===== config.mk =====
export PLATFORM = sky130hd
export DESIGN_NAME = fetch_ctrl
export DESIGN_NICKNAME = d
export VERILOG_FILES = /design/src/rtl/fetch_ctrl.sv
export SDC_FILE = /design/constraint.sdc
export NUM_CORES = 1
export LEC_CHECK = 0
export ABC_AREA = 1
export ABC_CLOCK_PERIOD_IN_PS = 1760
export CAP_MARGIN = 25
export CORE_ASPECT_RATIO = 1.75
export CORE_UTILIZATION = 45
export DETAILED_ROUTE_END_ITERATION = 6
export PLACE_DENSITY = 0.91
export SYNTH_ARGS = -nofsm -noshare
export SYNTH_HDL_FRONTEND = slang
export SYNTH_SLANG_ARGS = --single-unit

===== constraint.sdc =====
create_clock -name clk -period 1.76 [get_ports clk]
set_input_delay 0.176 -clock clk [delete_from_list [all_inputs] [get_ports clk]]
set_output_delay 0.176 -clock clk [all_outputs]
set_load 0.01 [all_outputs]

===== src/rtl/fetch_ctrl.sv =====
// fetch_ctrl: PC sequencer for the multi-cycle FRiscV core; one outstanding imem request, one-entry instruction buffer.
// Latency: first request 1 cycle after reset release; instruction visible 1 cycle after imem ack.
// Backpressure: stall_in gates new requests only; a full buffer blocks the next request until decode drains it.
//
// Ports:
//   clk, rst              clock (rising edge), synchronous active-high reset
//   stall_in              hold off issuing a new fetch
//   redirect_in/_addr_in  one-cycle branch/jump redirect and its target
//   imem_*                request/address out, ack/rdata in (rdata valid with ack)
//   instr_*               buffered instruction, its PC, valid/ready handshake with decode
//   pc_out                current fetch PC
//   fetch_cnt_out         delivered-instruction count; live only when FRISCV_FETCH_PERF_EN is defined
module fetch_ctrl #(
  parameter int                   PC_WIDTH    = 32,
  parameter int                   INSTR_WIDTH = 32,
  parameter logic [PC_WIDTH-1:0]  RESET_ADDR  = '0,
  parameter int                   WORD_BYTES  = 4
) (
  input  logic                   clk,
  input  logic                   rst,
  input  logic                   stall_in,
  input  logic                   redirect_in,
  input  logic [PC_WIDTH-1:0]    redirect_addr_in,
  output logic                   imem_req_out,
  output logic [PC_WIDTH-1:0]    imem_addr_out,
  input  logic                   imem_ack_in,
  input  logic [INSTR_WIDTH-1:0] imem_rdata_in,
  output logic                   instr_valid_out,
  input  logic                   instr_ready_in,
  output logic [INSTR_WIDTH-1:0] instr_out,
  output logic [PC_WIDTH-1:0]    instr_pc_out,
  output logic [PC_WIDTH-1:0]    pc_out,
  output logic [31:0]            fetch_cnt_out
);

  localparam logic [PC_WIDTH-1:0] PC_INC     = PC_WIDTH'(WORD_BYTES);
  localparam logic [PC_WIDTH-1:0] ALIGN_MASK = ~(PC_INC - PC_WIDTH'(1));

  typedef enum logic [1:0] {
    IDLE  = 2'd0,
    REQ   = 2'd1,
    DRAIN = 2'd2
  } state_t;

  state_t                  state;
  logic [PC_WIDTH-1:0]     pc_r;
  logic [PC_WIDTH-1:0]     hold_addr;
  logic                    flush_pend;
  logic                    req_r;
  logic                    valid_r;
  logic [INSTR_WIDTH-1:0]  instr_r;
  logic [PC_WIDTH-1:0]     ipc_r;
  logic [PC_WIDTH-1:0]     redirect_pc;

  assign redirect_pc = redirect_addr_in & ALIGN_MASK;

  always_ff @(posedge clk) begin
    if (rst) begin
      state      <= IDLE;
      pc_r       <= RESET_ADDR;
      hold_addr  <= '0;
      flush_pend <= 1'b0;
      req_r      <= 1'b0;
      valid_r    <= 1'b0;
      instr_r    <= '0;
      ipc_r      <= '0;
    end else begin
      case (state)
        IDLE: begin
          if (redirect_in) pc_r <= redirect_pc;
          if (!stall_in) begin
            state <= REQ;
            req_r <= 1'b1;
          end
        end

        REQ: begin
          if (redirect_in) begin
            pc_r <= redirect_pc;
            if (imem_ack_in) begin
              // Returning data belongs to the old path; drop it and move on.
              flush_pend <= 1'b0;
              state      <= stall_in ? IDLE : REQ;
              req_r      <= !stall_in;
            end else begin
              // The request in flight must complete on its original address,
              // so freeze it before pc_r moves. A repeat redirect keeps the
              // first frozen address and still needs only one discard.
              flush_pend <= 1'b1;
              if (!flush_pend) hold_addr <= pc_r;
            end
          end else if (imem_ack_in) begin
            if (flush_pend) begin
              flush_pend <= 1'b0;
              state      <= stall_in ? IDLE : REQ;
              req_r      <= !stall_in;
            end else begin
              instr_r <= imem_rdata_in;
              ipc_r   <= pc_r;
              valid_r <= 1'b1;
              pc_r    <= pc_r + PC_INC;
              state   <= DRAIN;
              req_r   <= 1'b0;
            end
          end
        end

        DRAIN: begin
          if (redirect_in) begin
            // Buffered instruction is on the wrong path: kill it even if
            // decode is ready this cycle.
            pc_r    <= redirect_pc;
            valid_r <= 1'b0;
            state   <= stall_in ? IDLE : REQ;
            req_r   <= !stall_in;
          end else if (instr_ready_in) begin
            valid_r <= 1'b0;
            state   <= stall_in ? IDLE : REQ;
            req_r   <= !stall_in;
          end
        end

        default: begin
          state <= IDLE;
          req_r <= 1'b0;
        end
      endcase
    end
  end

  assign imem_req_out    = req_r;
  assign imem_addr_out   = flush_pend ? hold_addr : pc_r;
  assign instr_valid_out = valid_r;
  assign instr_out       = instr_r;
  assign instr_pc_out    = ipc_r;
  assign pc_out          = pc_r;

`ifdef FRISCV_FETCH_PERF_EN
  logic [31:0] cnt_r;

  always_ff @(posedge clk) begin
    if (rst) begin
      cnt_r <= '0;
    end else if (valid_r && instr_ready_in && !redirect_in) begin
      cnt_r <= cnt_r + 32'd1;
    end
  end

  assign fetch_cnt_out = cnt_r;
`else
  assign fetch_cnt_out = '0;
`endif

endmodule

# Word level (Yosys, flattened, before mapping)
# Cells that the tools add are included.
[totals] ff_bits=133 word_cells=66
[op_classes] add_sub_neg=1 eq_ne=10 mux=32 n_bitwise=3 n_reduce_logical=12
[op_table] op="2-to-1 mux 32 bit" count=5
[op_table] op="one-hot mux 32 bit (2 select lines)" count=1
[op_table] op="adder 32 x 3 -> 32 bit, second input constant" count=1
[op_table] op="2-to-1 mux 1 bit" count=16
[op_table] op="2-to-1 mux 2 bit" count=7
[op_table] op="inequality test 3 bit, second input constant" count=3
[op_table] op="inequality test 2 bit, second input constant" count=4
[op_table] op="AND reduction 4 bit" count=2
[op_table] op="one-hot mux 2 bit (3 select lines)" count=1
[op_table] op="AND reduction 3 bit" count=2
[op_table] op="nonzero test 2 bit" count=3
[op_table] op="AND reduction 5 bit" count=1
[op_table] op="inverter 1 bit" count=3
[op_table] op="one-hot mux 1 bit (3 select lines)" count=1
[op_table] op="== test 2 x 1 -> 1 bit, second input constant" count=1
[op_table] op="== test 2 bit, second input constant" count=1
[op_table] op="zero test 2 bit" count=1
[op_table] op="inequality test 2 x 1 -> 1 bit, second input constant" count=1
[op_table] op="one-hot mux 1 bit (2 select lines)" count=1
[op_table] op="AND reduction 2 bit" count=1
[op_table] op="OR reduction 2 bit" count=1
[op_table] op="zero test 1 bit" count=1

# Longest topological paths before layout
# Gate-level depths: netlist of the first run.
[logic_depth] word_depth=5 ltp_mapped=10 ltp_nobuf=10

# Least setup slack after synthesis of the first run
# No wires, ideal clock.
[synth_timing] path_type="flip-flop to flip-flop" startpoint="register pc_r[3] (netlist: pc_out[3])" endpoint="register pc_r[20] (netlist: pc_out[20])" setup_time_ns=0.134 arrival_time_ns=1.323 required_ns=1.626 setup_slack_ns=0.303 path_stages_with_launch=11 path_buffers=0 period_less_slack_ns=1.457 cell_sequence="dfxtp_1 > ha_1 > nand2_2 > nor2_4 > nand2_1 > nor2_1 > nand3b_1 > nand2_1 > nand2_1 > nand2_1 > a21oi_1"
[synth_via] elab_chain_len=5
[synth_rtl] element="from (decl)" line="46" source="logic [PC_WIDTH-1:0] pc_r;"
[synth_rtl] element="from (signal assigned)" line="70" source="if (redirect_in) pc_r <= redirect_pc;"
[synth_rtl] element="from (signal assigned)" line="79" source="pc_r <= redirect_pc;"
[synth_rtl] element="from (signal assigned)" line="101" source="pc_r <= pc_r + PC_INC;"
[synth_rtl] element="adder 32 x 3 -> 32 bit" line="101"
[synth_rtl] element="2-to-1 mux 32 bit" line="93" source="if (flush_pend) begin"
[synth_rtl] element="2-to-1 mux 32 bit" line="92" source="end else if (imem_ack_in) begin"
[synth_rtl] element="2-to-1 mux 32 bit" line="78" source="if (redirect_in) begin"
[synth_rtl] element="one-hot mux 32 bit (2 select lines)" line="68" source="case (state)"
# Every way passes these cells. The select of a mux whose other input is x is not followed.
# A chain may end at the register's enable or synchronous reset.

# Worst setup path in the final report of the first run
[layout_timing] startpoint="register pc_r[14] (netlist: pc_out[14])" endpoint="output port pc_out[14]"
[layout_lines] element="to (decl)" line="32" source="output logic [PC_WIDTH-1:0] pc_out,"
# No word-level cell between the ends.

==> summary.md, run 1 <==
| Metric | Value |
|---|---|
| Outcome | `completed` |
| Initial antenna violation count | `0` |
| Clock insertion delay at the later pin of the skew report | `0.42 ns` |
| Ys Warns | `0` |
| CP max stage delay | `0.52 ns` |
| Cell Area, Placed | `~8600 µm²` |
| Rel. slew slack | `about three fifths` |
| Routed Antenna Nets | `0` |
| Final nets | `about 1,200` |
| Clock Skews | `0.01359 ns` |
| Total die area | `~15,000 µm²` |
| Core area | `approximately 14,000 µm²` |
| Startpoint types | `flip-flop` |
| Placed Cells | `1,316` |
| Final worst path period need | `about 1.7 ns` |
| Overall power | `about 8.4 mW` |
| Distinct cell type count of the synthesized netlist | `37` |
| Critical Path AT | `1.55 ns` |
| Top Ports | `about 230` |
| DR vias/cell | `between 5 and 6` |
| Async S/R FF share, synth | `0%` |
| Final wirelength | `between 20,000 and 25,000 µm` |
| Fillers | `around 1,100` |
| WP data required | `approximately 1.6 ns` |
| RD Place Congestion | `0.9475` |
| Largest net degree at the start of global routing | `roughly 70` |
| #FFs+latches synth | `about 130` |
| Initial Utilization | `between 40% and 50%` |
| GRT Total Usage | `between 20% and 30%` |
| CTS Buf Count | `17` |
| Hold Path Class | `in -> reg` |
| Routed length per placed instance | `15.28 µm` |
| Routed via count | `roughly 7,000` |
| Post-synthesis sequential area ratio | `~40%` |
| Pleak | `3.605 nW` |
| Root buffer cell | `clkbuf_16` |
| Vias in the first global route | `6,633` |
| Peak Freq | `a little under 0.6 GHz` |
| Sequential cell area | `2580 µm²` |
| Hpwl dp | `approximately 15,000 µm` |
| Clock slew seen by the registers of the worst setup and hold paths | `about 0.060 ns` |
| Final instance area | `9298 µm²` |
| Pins over their slew limit | `0` |
| Die height | `~160 µm` |
| Drt pass-1 iters | `5` |
| Syn-to-layout area delta | `46.05%` |
| Horiz. Die Dim | `about 92 µm` |
| PD cells | `907.5 nW/µm²` |
| Crit share post-route | `between 90% and 100%` |
| N_diodes | `0` |
| Number of synthesized flops with an enable pin | `0` |
| Hold Vio Cnt, Final | `0` |
| Cell Chain, Critical Path | `buf_4, clkdlybuf4s50_1` |
| Critical path class | `reg -> out` |
| Row Count | `57` |
| Most frequent cells in the layout | `nand2_1 (227), clkdlybuf4s50_1 (160), nor2_1 (158)` |
| Max-cap violations | `0` |
| First-pass GRT wire length | `~33,000 µm` |
| Drt initial violations | `around 460` |
| Gate count after technology mapping | `940` |
| Area of the multi-input gates | `approximately 3200 µm²` |
| Final setup fails | `0` |
| RSZ-0062 raised after global routing | `yes` |
| Congestion Overflow GR | `0` |
| Synthesized area | `between 6000 and 7000 µm²` |
| FF-to-FF setup slack | `approximately 0.040 ns` |
| Synth Area per Inst | `about 6.8 µm²` |
| Most common cell after layout, fill and taps aside | `nand2_1` |
| Crit path capture type | `output port` |
| Finished Layout Cells | `1,350` |
| Share of layout cells above drive strength 1 | `a little over an eighth` |
| Crit-path slowest cell | `clkdlybuf4s50_1` |
| CTS Sinks | `between 100 and 150` |
| H-tree depth | `4` |
| Post-cts hold buffer count | `0` |
| CP Max Fanout | `5` |
| Drt drc | `0` |
| Worst vdd ir | `between 0.0006 and 0.0007 V` |
| Slew @ Worst Pin | `roughly 0.57 ns` |
| Number of I/O port buffers | `about 190` |
| CTS tree | `yes` |
| Clk buf depth | `2` |
| Dominant synthesized flop cell | `dfxtp_1` |
-- final timing paths --
| check | from | end | cells past startpoint |
|---|---|---|---|
| worst max-delay path | pc_out[14]$_SDFFE_PP0P_ | pc_out[14] | 2 |
| worst min-delay path | rst | hold_addr[1]$_SDFFE_PP0P_ | 4 |
| worst max register to register | pc_out[2]$_SDFFE_PP0P_ | pc_out[25]$_SDFFE_PP0P_ | 11 |
| worst min register to register | hold_addr[1]$_SDFFE_PP0P_ | hold_addr[1]$_SDFFE_PP0P_ | 2 |
-- cell usage after synthesis (4+ instances only) --
| cell type | instances | area (µm²) |
|---|---|---|
| nand2_1 | 227 | 852.1 |
| buf_6 | 10 | 112.6 |
| a21oi_1 | 82 | 410.4 |
| clkbuf_1 | 18 | 67.56 |
| buf_4 | 44 | 330.3 |
| inv_2 | 8 | 30.03 |
| o21ai_0 | 103 | 515.5 |
| dfxtp_1 | 128 | 2562 |
| nor2_2 | 9 | 56.30 |
| nand2_2 | 5 | 31.28 |
| buf_2 | 13 | 65.06 |
| nor2_1 | 160 | 600.6 |
| nand4_1 | 4 | 25.02 |
| nor2_4 | 4 | 45.04 |
| o21ai_1 | 18 | 90.09 |
| inv_1 | 42 | 157.7 |
| nand3_1 | 38 | 190.2 |
-- layer usage --
layer  vias to the layer above  track usage (%)  wire length [µm]
met1                      3169            30.45              7555
met5                         -                0                 0
met3                        67            4.919              1306
met2                       336            51.70             10810
met4                         0            15.41               956
li1                       3407                -                 -
-- power breakdown --
part / leakage, nW / switching (mW) / internal (mW)
logic: 2.26 / 0.764 / 0.719
clock network: 0.302 / 1.39 / 2.39
registers: 1.05 / 0.134 / 3.04
total: 3.60 / 2.28 / 6.15
-- cells by family (layout without fill, tap and decap cells) --
group	Yosys count	in the layout	synth area share, %
AND/OR/NAND/NOR	456	456	29.70
AO/OA/AOI/OAI	214	214	17.30
buffers and inverters	138	336	12.22
flip-flops	128	128	40.25
XOR/XNOR	2	2	0.2752
adder cells (fa/ha/maj)	1	1	0.1965
other	1	36	0.05891
-- sequential cells by signal, summed over array words and instances (netlist names) --
| register | cells |
|---|---|
| instr_valid_out | 1 |
| state | 2 |
| instr_pc_out | 30 |
| pc_out | 30 |
| flush_pend | 1 |
| instr_out | 32 |
| hold_addr | 32 |
-- area by class of cell --
cell class	instances	share of cell area (%)
Timing Repair Buffer	253	26.65
Tap cell	177	2.382
Multi-Input combinational cell	709	34.22
Sequential cell	128	27.75
Clock inverter	14	2.207
Clock buffer	18	4.616
Inverter	51	2.180
-- through the flow --
| step | setup WS (ns) | hold slack [ns] | TNS, ns | util (%) |
|---|---|---|---|---|
| floorplan | 0.3028 | 0.3194 | 0 | - |
| detailed placement | -0.07446 | 0.4417 | -0.5306 | 62.14 |
| CTS | -0.1999 | 0.2081 | -0.2216 | 67.06 |
| finish | 0.02932 | 0.2186 | 0 | 67.20 |
| global route | -0.01331 | 0.2288 | -0.01331 | 67.20 |
| global placement | -0.01210 | 0.4322 | -0.06459 | 62.14 |
-- worst max-delay path, delay by kind of cell (launching register included) --
kind | cells | cell delay (ns)
buffers and inverters | 2 | 0.69
DFF | 1 | 0.45
-- repair_timing --
item,4_1_cts,5_1_grt
endpoints found under the setup margin,33,20
pin swaps,0,1
gates cloned,1,0
resized for setup,79,29
endpoints found under the hold margin,0,0
setup buffers,1,0
Note: power is estimated with default switching activity, not from simulation.
==> inputs of run 2 (changes only) <==
- PLACE_DENSITY: 0.91 -> 0.81
==> run 2 against run 1 <==
  * Clock power barely moved
  * Clock-buffer cell count increased by 5
  * Die area unchanged
  * Sequential share of layout area is essentially flat
  * First-iteration DRC count decreased by 22%
  * Fmax fell by 0.60%
  * Setup slack worse by 0.010 ns
  * Register-to-register slack better by 0.07 ns
  * Clock skew is 0.0038 ns lower
  * Power is essentially flat
==> summary.md, run 2 (same netlist as run 1, synthesis figures left out) <==
| Metric | Value |
|---|---|
| CP Depth | `3` |
| CP Max Fanout | `20` |
| Post-layout util | `between 60% and 70%` |
| Setup_tns | `0 ns` |
| Most frequent cells in the layout | `nand2_1 (227), nor2_1 (160), clkdlybuf4s50_1 (160)` |
| Drt drc | `0` |
| Reg2Reg Depth | `9` |
| Syn-to-layout area delta | `45.11%` |
| CP max stage delay | `around 0.34 ns` |
| Initial antenna violation count | `0` |
| Top Ports | `between 200 and 250` |
| Worst setup endpoint | `imem_addr_out[11]` |
| Number of I/O port buffers | `between 150 and 200` |
| Setup crit start | `flush_pend$_SDFFE_PP0P_` |
| Outcome | `completed` |
| Final setup fails | `0` |
| Final instance area | `9238 µm²` |
| Hpwl dp | `between 10,000 and 15,000 µm` |
| Clock Skews | `0.009807 ns` |
| Cell Area, Placed | `8584 µm²` |
| DR vias/cell | `roughly 5.1` |
| Pleak | `3.596 nW` |
| WP data required | `between 1.5 and 2 ns` |
| Routed Antenna Nets | `0` |
| RSZ-0062 raised after global routing | `yes` |
| Horiz. Die Dim | `91.91 µm` |
| Family with the most delay on the worst path | `buffers and inverters` |
| First-pass GRT wire length | `~32,000 µm` |
| Hold Vio Cnt, Final | `0` |
| Max-cap violations | `0` |
| H-tree depth | `4` |
| Cell Chain, Critical Path | `bufbuf_16, o21ai_2, dlygate4sd2_1` |
| WP buf/inv | `2` |
| Critical path class | `reg -> out` |
| Placed Cells | `1,316` |
| Routed via count | `6,936` |
| CTS Sinks | `128` |
| Finished Layout Cells | `~1,300` |
| Setup WS pre-CTS | `-0.04075 ns` |
| N_diodes | `0` |
| Routed length per placed instance | `15.03 µm` |
| Total die area | `between 10,000 and 15,000 µm²` |
| Worst vdd ir | `0.0006658 V` |
| Final wirelength | `about 20,000 µm` |
| Final worst path period need | `roughly 1.7 ns` |
| Share of layout cells above drive strength 1 | `13.05%` |
| Largest net degree at the start of global routing | `56` |
| Drt pass-1 iters | `5` |
| Setup bufs post-CTS | `0` |
| Final nets | `around 1,200` |
| R2R Path End | `pc_out[26]$_SDFFE_PP0P_` |
| PD cells | `912.6 nW/µm²` |
| Clock insertion delay at the later pin of the skew report | `about 0.41 ns` |
| Crit-path slowest cell | `dfxtp_2` |
| Overall power | `roughly 8.4 mW` |
| Pins over their slew limit | `0` |
| Vias in the first global route | `about 6,700` |
| Critical Path AT | `roughly 1.6 ns` |
| Congestion Overflow GR | `0` |
| Die height | `159.3 µm` |
| Startpoint types | `flip-flop` |
| Peak Freq | `approximately 0.57 GHz` |
| FF-to-FF setup slack | `0.11 ns` |
| CTS Buf Count | `17` |
| Root buffer cell | `clkbuf_16` |
| RD Place Congestion | `roughly 0.9` |
| Clk buf depth | `2` |
| Initial Utilization | `about 46%` |
| R2r startpoint | `flush_pend$_SDFFE_PP0P_` |
| Crit share post-route | `a little over nine tenths` |
| Core area | `13,840 µm²` |
| CTS tree | `yes` |
| Final WS setup | `0.01885 ns` |
| Most common cell after layout, fill and taps aside | `nand2_1` |
| Crit path capture type | `output port` |
| Clock slew seen by the registers of the worst setup and hold paths | `approximately 0.060 ns` |
| Drt initial violations | `between 300 and 400` |
| Final hold slack | `~0.24 ns` |
| Row Count | `57` |
| Hold Path Class | `in -> reg` |
| GRT Total Usage | `approximately 28%` |
## run 2: cell count changes in the layout (fill, tap and decap cells not counted), moves of 5 or more
cell / before / now
o21ai_2: 5 / 11
clkbuf_2: 4 / 9
dfxtp_1: 116 / 125
dfxtp_2: 11 / 3
## run 2: worst register-to-register path, cell delays in order, from the launching register on
cell and delay [ns]:
dfxtp_2 0.34, buf_12 0.16, inv_4 0.15, o21ai_1 0.09, o21ai_2 0.15, nand2_2 0.14
buf_12 0.20, nor2_1 0.16, nand2_1 0.08, a21oi_1 0.12
## run 2: layout make-up
cell class	instances	area (µm²)
Sequential cell	128	2566
Clock buffer	23	488.0
Timing Repair Buffer	252	2412
Tap cell	177	221.5
Multi-Input combinational cell	709	3199
Fill cell	1174	4598
Clock inverter	9	153.9
Inverter	51	196.4
## run 2: metal layers
layer,global-route usage (%),vias up,routed length [µm]
met5,0,-,0
met4,17.26,0,1071
met2,50.20,325,10570
met3,4.776,66,1220
li1,-,3397,-
met1,28.78,3148,7411
## run 2: worst min-delay path by stage
stage	endpoint	slack, ns	depth (start not counted)	startpoint
finish	pc_out[29]$_SDFFE_PP0P_	0.24	3	rst
floorplan	pc_out[5]$_SDFFE_PP0P_	0.32	2	redirect_addr_in[5]
global route	pc_out[29]$_SDFFE_PP0P_	0.26	3	rst
detailed placement	hold_addr[21]$_SDFFE_PP0P_	0.44	2	hold_addr[21]$_SDFFE_PP0P_
global placement	hold_addr[21]$_SDFFE_PP0P_	0.43	2	hold_addr[21]$_SDFFE_PP0P_
CTS	pc_out[29]$_SDFFE_PP0P_	0.23	3	rst
## run 2: timing repair
| action | CTS | global route |
|---|---|---|
| cloned | 1 | 0 |
| resized for setup | 80 | 30 |
| hold buffers | 0 | 0 |
| setup endpoints to repair | 33 | 61 |
## run 2: report_power, final
group	switching, mW	leakage [nW]	internal, mW
clock network	1.28	0.309	2.52
registers	0.112	1.04	3.04
logic	0.781	2.24	0.704
